File: src/rtl/mc_controller.sv
// ============================================================================
// mc_controller
// ----------------------------------------------------------------------------
// Control FSM for the multicycle MIPS datapath. It steps each instruction
// through fetch, decode, execute, memory and writeback. It also drives the
// datapath enables, mux selects and ALU control.
//
// Memory accesses (FETCH, MEMRD, MEMWR) use a ready handshake. A wait counter
// flags mem_timeout and parks the FSM in HALT when TIMEOUT_CYCLES consecutive
// wait cycles elapse. Setting TIMEOUT_CYCLES to 0 disables the timeout.
//
// Optional feature macro:
//   CTRL_BNE_EN - when defined, bne (op 000101) is decoded as a branch taken
//                 on ~zero. When undefined, op 000101 is an illegal opcode.
//
// Parameters:
//   TIMEOUT_CYCLES - consecutive wait cycles before a fault (0 = never)
//   CNT_W          - wait counter width, TIMEOUT_CYCLES < 2**CNT_W
//
// Ports:
//   clk          in   rising-edge clock
//   reset        in   synchronous active-low reset
//   op, funct    in   instruction fields from the instruction register
//   zero         in   ALU zero flag
//   mem_ready    in   memory completes the current access this cycle
//   mem_req      out  memory access request
//   memwrite     out  memory write strobe
//   pcen         out  PC write enable
//   irwrite      out  instruction register load
//   regwrite     out  register file write
//   alusrca      out  ALU A select (0 pc, 1 A)
//   iord         out  address select (0 pc, 1 aluout)
//   memtoreg     out  writeback select (0 aluout, 1 memory data)
//   regdst       out  destination select (0 rt, 1 rd)
//   alusrcb      out  ALU B select (00 B, 01 4, 10 imm, 11 imm<<2)
//   pcsrc        out  next PC select (00 aluresult, 01 aluout, 10 jump)
//   alucontrol   out  ALU operation
//   illegal_op   out  one-cycle pulse on an unsupported opcode in DECODE
//   mem_timeout  out  sticky wait-state timeout fault
//   state        out  current state encoding (debug)
// ============================================================================
module mc_controller #(
    parameter int TIMEOUT_CYCLES = 16,
    parameter int CNT_W          = 8
) (
    input  logic       clk,
    input  logic       reset,
    input  logic [5:0] op,
    input  logic [5:0] funct,
    input  logic       zero,
    input  logic       mem_ready,
    output logic       mem_req,
    output logic       memwrite,
    output logic       pcen,
    output logic       irwrite,
    output logic       regwrite,
    output logic       alusrca,
    output logic       iord,
    output logic       memtoreg,
    output logic       regdst,
    output logic [1:0] alusrcb,
    output logic [1:0] pcsrc,
    output logic [2:0] alucontrol,
    output logic       illegal_op,
    output logic       mem_timeout,
    output logic [3:0] state
);

    typedef enum logic [3:0] {
        S_FETCH  = 4'd0,
        S_DECODE = 4'd1,
        S_MEMADR = 4'd2,
        S_MEMRD  = 4'd3,
        S_MEMWB  = 4'd4,
        S_MEMWR  = 4'd5,
        S_EXEC   = 4'd6,
        S_ALUWB  = 4'd7,
        S_BRANCH = 4'd8,
        S_ADDIEX = 4'd9,
        S_IMMWB  = 4'd10,
        S_JUMP   = 4'd11,
        S_ORIEX  = 4'd12,
        S_HALT   = 4'd13
    } state_t;

    localparam logic [5:0] OP_RTYPE = 6'b000000;
    localparam logic [5:0] OP_LW    = 6'b100011;
    localparam logic [5:0] OP_SW    = 6'b101011;
    localparam logic [5:0] OP_BEQ   = 6'b000100;
    localparam logic [5:0] OP_BNE   = 6'b000101;
    localparam logic [5:0] OP_ADDI  = 6'b001000;
    localparam logic [5:0] OP_ORI   = 6'b001101;
    localparam logic [5:0] OP_J     = 6'b000010;

    localparam logic [2:0] ALU_ADD = 3'b010;
    localparam logic [2:0] ALU_SUB = 3'b110;
    localparam logic [2:0] ALU_AND = 3'b000;
    localparam logic [2:0] ALU_OR  = 3'b001;
    localparam logic [2:0] ALU_SLT = 3'b111;

    localparam logic [CNT_W-1:0] TIMEOUT_L = CNT_W'(TIMEOUT_CYCLES);
    localparam logic [CNT_W-1:0] CNT_ONE   = {{(CNT_W-1){1'b0}}, 1'b1};
    localparam logic [CNT_W-1:0] CNT_ZERO  = {CNT_W{1'b0}};
    localparam logic [CNT_W-1:0] CNT_MAX   = {CNT_W{1'b1}};

    // R-type funct field to ALU operation; unknown functs fall back to add
    function automatic logic [2:0] alu_from_funct(input logic [5:0] f);
        logic [2:0] res;
        case (f)
            6'b100000: res = ALU_ADD;
            6'b100010: res = ALU_SUB;
            6'b100100: res = ALU_AND;
            6'b100101: res = ALU_OR;
            6'b101010: res = ALU_SLT;
            default:   res = ALU_ADD;
        endcase
        return res;
    endfunction

    state_t           state_r;
    state_t           next_state_s;
    logic [CNT_W-1:0] wait_cnt_r;
    logic [CNT_W-1:0] cnt_inc_s;
    logic             mem_timeout_r;
    logic             wait_s;
    logic             timeout_hit_s;
    logic             branch_taken_s;
    logic             illegal_s;

    // Raw (ungated) decoded outputs of the current state
    logic       mem_req_s;
    logic       memwrite_s;
    logic       pcen_s;
    logic       irwrite_s;
    logic       regwrite_s;
    logic       alusrca_s;
    logic       iord_s;
    logic       memtoreg_s;
    logic       regdst_s;
    logic [1:0] alusrcb_s;
    logic [1:0] pcsrc_s;
    logic [2:0] alucontrol_s;

    // Branch condition: beq uses zero, bne (when enabled) its inverse.
    // op stays valid here because the instruction register only loads in FETCH.
    always_comb begin
`ifdef CTRL_BNE_EN
        if (op == OP_BNE) begin
            branch_taken_s = ~zero;
        end else begin
            branch_taken_s = zero;
        end
`else
        branch_taken_s = zero;
`endif
    end

    // Next-state decode and illegal opcode detection
    always_comb begin
        next_state_s = state_r;
        illegal_s    = 1'b0;
        case (state_r)
            S_FETCH: begin
                if (mem_ready) begin
                    next_state_s = S_DECODE;
                end else begin
                    next_state_s = S_FETCH;
                end
            end
            S_DECODE: begin
                case (op)
                    OP_LW, OP_SW: next_state_s = S_MEMADR;
                    OP_RTYPE:     next_state_s = S_EXEC;
                    OP_BEQ:       next_state_s = S_BRANCH;
`ifdef CTRL_BNE_EN
                    OP_BNE:       next_state_s = S_BRANCH;
`endif
                    OP_ADDI:      next_state_s = S_ADDIEX;
                    OP_ORI:       next_state_s = S_ORIEX;
                    OP_J:         next_state_s = S_JUMP;
                    default: begin
                        next_state_s = S_FETCH;
                        illegal_s    = 1'b1;
                    end
                endcase
            end
            S_MEMADR: begin
                if (op == OP_LW) begin
                    next_state_s = S_MEMRD;
                end else begin
                    next_state_s = S_MEMWR;
                end
            end
            S_MEMRD: begin
                if (mem_ready) begin
                    next_state_s = S_MEMWB;
                end else begin
                    next_state_s = S_MEMRD;
                end
            end
            S_MEMWR: begin
                if (mem_ready) begin
                    next_state_s = S_FETCH;
                end else begin
                    next_state_s = S_MEMWR;
                end
            end
            S_MEMWB:  next_state_s = S_FETCH;
            S_EXEC:   next_state_s = S_ALUWB;
            S_ALUWB:  next_state_s = S_FETCH;
            S_BRANCH: next_state_s = S_FETCH;
            S_ADDIEX: next_state_s = S_IMMWB;
            S_ORIEX:  next_state_s = S_IMMWB;
            S_IMMWB:  next_state_s = S_FETCH;
            S_JUMP:   next_state_s = S_FETCH;
            S_HALT:   next_state_s = S_HALT;
            default:  next_state_s = S_FETCH;
        endcase
    end

    // Per-state output decode; everything not named for a state stays 0
    always_comb begin
        mem_req_s    = 1'b0;
        memwrite_s   = 1'b0;
        pcen_s       = 1'b0;
        irwrite_s    = 1'b0;
        regwrite_s   = 1'b0;
        alusrca_s    = 1'b0;
        iord_s       = 1'b0;
        memtoreg_s   = 1'b0;
        regdst_s     = 1'b0;
        alusrcb_s    = 2'b00;
        pcsrc_s      = 2'b00;
        alucontrol_s = 3'b000;
        case (state_r)
            S_FETCH: begin
                mem_req_s    = 1'b1;
                alusrcb_s    = 2'b01;
                alucontrol_s = ALU_ADD;
                irwrite_s    = mem_ready;
                pcen_s       = mem_ready;
            end
            S_DECODE: begin
                alusrcb_s    = 2'b11;
                alucontrol_s = ALU_ADD;
            end
            S_MEMADR: begin
                alusrca_s    = 1'b1;
                alusrcb_s    = 2'b10;
                alucontrol_s = ALU_ADD;
            end
            S_MEMRD: begin
                mem_req_s = 1'b1;
                iord_s    = 1'b1;
            end
            S_MEMWB: begin
                regwrite_s = 1'b1;
                memtoreg_s = 1'b1;
            end
            S_MEMWR: begin
                mem_req_s  = 1'b1;
                memwrite_s = 1'b1;
                iord_s     = 1'b1;
            end
            S_EXEC: begin
                alusrca_s    = 1'b1;
                alucontrol_s = alu_from_funct(funct);
            end
            S_ALUWB: begin
                regwrite_s = 1'b1;
                regdst_s   = 1'b1;
            end
            S_BRANCH: begin
                alusrca_s    = 1'b1;
                alucontrol_s = ALU_SUB;
                pcsrc_s      = 2'b01;
                pcen_s       = branch_taken_s;
            end
            S_ADDIEX: begin
                alusrca_s    = 1'b1;
                alusrcb_s    = 2'b10;
                alucontrol_s = ALU_ADD;
            end
            S_ORIEX: begin
                alusrca_s    = 1'b1;
                alusrcb_s    = 2'b10;
                alucontrol_s = ALU_OR;
            end
            S_IMMWB: begin
                regwrite_s = 1'b1;
            end
            S_JUMP: begin
                pcsrc_s = 2'b10;
                pcen_s  = 1'b1;
            end
            S_HALT: begin
                mem_req_s = 1'b0;
            end
            default: begin
                mem_req_s = 1'b0;
            end
        endcase
    end

    // Wait-cycle detection; the counter saturates so a disabled timeout cannot wrap
    always_comb begin
        wait_s = mem_req_s & ~mem_ready;
        if (wait_cnt_r == CNT_MAX) begin
            cnt_inc_s = wait_cnt_r;
        end else begin
            cnt_inc_s = wait_cnt_r + CNT_ONE;
        end
        // Fault on the TIMEOUT_CYCLES-th consecutive wait; a ready in that cycle is not a wait
        if ((TIMEOUT_CYCLES != 0) && wait_s && (cnt_inc_s == TIMEOUT_L)) begin
            timeout_hit_s = 1'b1;
        end else begin
            timeout_hit_s = 1'b0;
        end
    end

    // State register, wait counter and sticky timeout flag
    always_ff @(posedge clk) begin
        if (!reset) begin
            state_r       <= S_FETCH;
            wait_cnt_r    <= CNT_ZERO;
            mem_timeout_r <= 1'b0;
        end else if (timeout_hit_s) begin
            state_r       <= S_HALT;
            wait_cnt_r    <= CNT_ZERO;
            mem_timeout_r <= 1'b1;
        end else begin
            state_r <= next_state_s;
            // Waits never change state, so any non-wait cycle clears the count
            if (wait_s) begin
                wait_cnt_r <= cnt_inc_s;
            end else begin
                wait_cnt_r <= CNT_ZERO;
            end
        end
    end

    // Port drive: strobes are held low while reset is asserted
    always_comb begin
        mem_req     = mem_req_s & reset;
        memwrite    = memwrite_s & reset;
        pcen        = pcen_s & reset;
        irwrite     = irwrite_s & reset;
        regwrite    = regwrite_s & reset;
        illegal_op  = illegal_s & reset;
        alusrca     = alusrca_s;
        iord        = iord_s;
        memtoreg    = memtoreg_s;
        regdst      = regdst_s;
        alusrcb     = alusrcb_s;
        pcsrc       = pcsrc_s;
        alucontrol  = alucontrol_s;
        mem_timeout = mem_timeout_r;
        state       = state_r;
    end

endmodule

File: config.mk
export PLATFORM = sky130hd
export DESIGN_NAME = mc_controller
export DESIGN_NICKNAME = d
export VERILOG_FILES = /design/src/rtl/mc_controller.sv
export SDC_FILE = /design/constraint.sdc
export NUM_CORES = 1
export LEC_CHECK = 0
export BUFFER_PORTS_ARGS = -buffer_cell sky130_fd_sc_hd__buf_4
export CAP_MARGIN = 20
export CORE_MARGIN = 5
export CORE_UTILIZATION = 45
export CTS_CLUSTER_SIZE = 40
export DETAILED_ROUTE_END_ITERATION = 10
export MAX_ROUTING_LAYER = met4
export PLACE_DENSITY = 0.75
export RECOVER_POWER = 25
export REMOVE_ABC_BUFFERS = 1
export SYNTH_ARGS = -nofsm -noshare
export SYNTH_HDL_FRONTEND = slang
export SYNTH_SLANG_ARGS = --single-unit
File: constraint.sdc
create_clock -name clk -period 2.1 [get_ports clk]
set_clock_uncertainty 0.1 [all_clocks]
set_input_delay 0.105 -clock clk [delete_from_list [all_inputs] [get_ports clk]]
set_output_delay 0.105 -clock clk [all_outputs]
set_load 0.02 [all_outputs]
==> qor.yml <==
grt_max_degree: 22
grt_usage: 0.1864
hold_violations: 0
drt-initial-drc-count: 87
dr.pass1.iters: 4
core-area_sq_um: 2500
ant_nets: 0
area_delta_synth_final_pct: 28.03
yosysMostFrequentCell: "nor2_1"
cts_tree: "done"
synth_edf_count: 0
path_class: "register to register"
cp-start-kind: "register"
syn_area_sq_um: 1179
drv_slew: 0
endpoint_kind: "register"
grt_pass1_vias: 1225
gp_congestion: 0.8972
ctsHoldBuffers: 0
clock_latency_ps: 270
slew_headroom: 0.5668
cts-buffers-inserted: 3
htreeDepth: 1
synth_commonest_cells: "25 x nor2_1, 15 x nand2_1, 13 x dfxtp_1"
die_w_um: 61.18
layout_min_cycle_time_ps: 1948
dp_hpwl_um: 2433
final_cell_area_sq_um: 1509
avgSynthCellArea_sq_um: 6.933
n_antenna_cell: 0
grt-ovfl-total: 0
fp.dieArea_sq_um: 3742
synth-seq-cells: 13
fill_cells: 253
initial_core_util: 0.4715
p_per_area_nw_per_um2: 379.6
clkTransAtPathRegs_ps: 80
drc_errors: 0
hold_class: "input pin to register"
wire_per_inst_um: 13.44
yosysWarnings: 0
placed_area_sq_um: 1494
min_period_over_period: 0.9274
fin_tns_setup_ps: 0
yosysTopAreaCell: "dfxtp_1"
peakVddDrop_v: 0.0003684
clock.fmax_mhz: 513.5
io_pins: 38
cts_buffer_depth: 2
synth_cell_types: 44
vias: 1350
yosysTopAreaCellShare: 0.2208
die_h_um: 61.18
drive_above_1_share: 0.2524
port_buffers: 37
wl_um: 3171
cp-startpoint: "wait_cnt_r[1]$_SDFF_PP0_"
ys_async_sr_fraction: 0
crit_arrival_ps: 2020
rsz0062_at_grt: "no"
worstPathMaxFanout: 7
setup_viol_count_final: 0
cts_sinks: 13
synth-main-ff-cell: "dfxtp_1"
synth-seq-area-share: 0.2208
power.leakage_nw: 0.5997
antenna_found_initial: 0
worstHoldStart: "reset"
clockRootBuffer: "clkbuf_4"
cp.required_ps: 2170
synthTopCellsByArea: "dfxtp_1 22%, nor2_1 8.0%, nor3_1 5.1%"
r2r_start: "wait_cnt_r[1]$_SDFF_PP0_"
nets: 224
max_cap_viol_count: 0
tightest_slew_ps: 649.0
synthCells: 170
grt_pass1_wl_um: 5250
routed_via_density: 5.720
rows: 18
status: "finished clean"
-- where the power goes --
part	switching, mW	leakage [nW]	internal, mW
registers	0.00671	0.106	0.251
logic	0.0876	0.479	0.0710
clock network	0.0828	0.0150	0.0736
-- worst max-delay path, cell delays in order (launching register included) --
cell and delay [ps]:
dfxtp_2 350, ha_1 220, buf_4 160, and3_2 220, a21boi_0 240, o2bb2ai_1 160, nand4b_2 180, o21a_1 210
-- worst paths after layout --
kind	end	slack (ps)	cells after the start
worst max register to register	state[1]$_SDFF_PP0_	150	7
worst min-delay path	mem_timeout$_SDFFE_PN0P_	20	3
worst max-delay path	state[1]$_SDFF_PP0_	150	7
worst min register to register	mem_timeout$_SDFFE_PN0P_	350	2
-- layout make-up --
| class | instances | area [sq um] | area share |
|---|---|---|---|
| Sequential cell | 13 | 261.5 | 0.1733 |
| Multi-Input combinational cell | 142 | 860.8 | 0.5705 |
| Tap cell | 30 | 37.54 | 0.02488 |
| Clock buffer | 4 | 26.28 | 0.01741 |
| Inverter | 4 | 15.01 | 0.009950 |
| Timing Repair Buffer | 43 | 307.8 | 0.2040 |
-- sequential cells by signal, indices dropped and copies added, names as in the netlist --
| register | flops |
|---|---|
| mem_timeout | 1 |
| state | 4 |
| wait_cnt_r | 8 |
-- metrics by stage --
step	worst slack (ps)	std cells	hold slack, ps	total power [mW]	util
after floorplan	72.61	159	123.8	0.3465	-
after global placement	179.1	232	301.8	0.4185	0.5976
after detailed placement	134.7	232	301.9	0.4223	0.5976
after CTS	106.3	236	17.67	0.5775	0.6081
after global routing	6.019	236	32.33	0.6091	0.6036
final	152.4	236	18.95	0.5727	0.6036
-- layer usage --
layer,GRT usage,vias to the layer above,wire length [um]
met2,0.3066,34,1502
met5,-,-,0
met4,0.06192,0,68
li1,-,691,-
met3,0.03983,8,189
met1,0.2250,617,1411
-- logic make-up (layout without fill, tap and decap cells) --
kind of cell	after synthesis	after routing	share of synthesized area
AO/OA/AOI/OAI	38	38	0.1996
XOR/XNOR	5	5	0.03715
adder cells (fa/ha/maj)	1	1	0.01061
buffers and inverters	15	51	0.05095
flip-flops	13	13	0.2208
multiplexers	3	3	0.02654
AND/OR/NAND/NOR	95	95	0.4543
-- placed cells by master (no fill, tap or decap), types with 5 or more instances in the layout --
| cell | synthesis | final |
|---|---|---|
| nand2b_1 | 5 | 5 |
| nor2_1 | 25 | 25 |
| o21ai_0 | 6 | 6 |
| nand2_1 | 15 | 15 |
| nor3b_1 | 8 | 8 |
| buf_4 | 0 | 39 |
| clkbuf_1 | 8 | 5 |
| nor3_1 | 12 | 12 |
| dfxtp_1 | 13 | 12 |
| a21oi_1 | 10 | 10 |
-- what timing repair did --
| action | CTS | global route |
|---|---|---|
| gates resized for setup | 0 | 2 |
| buffers inserted | 0 | 0 |
| endpoints found under the setup margin | 0 | 6 |
No activity file was read; power rests on OpenSTA's default activity.
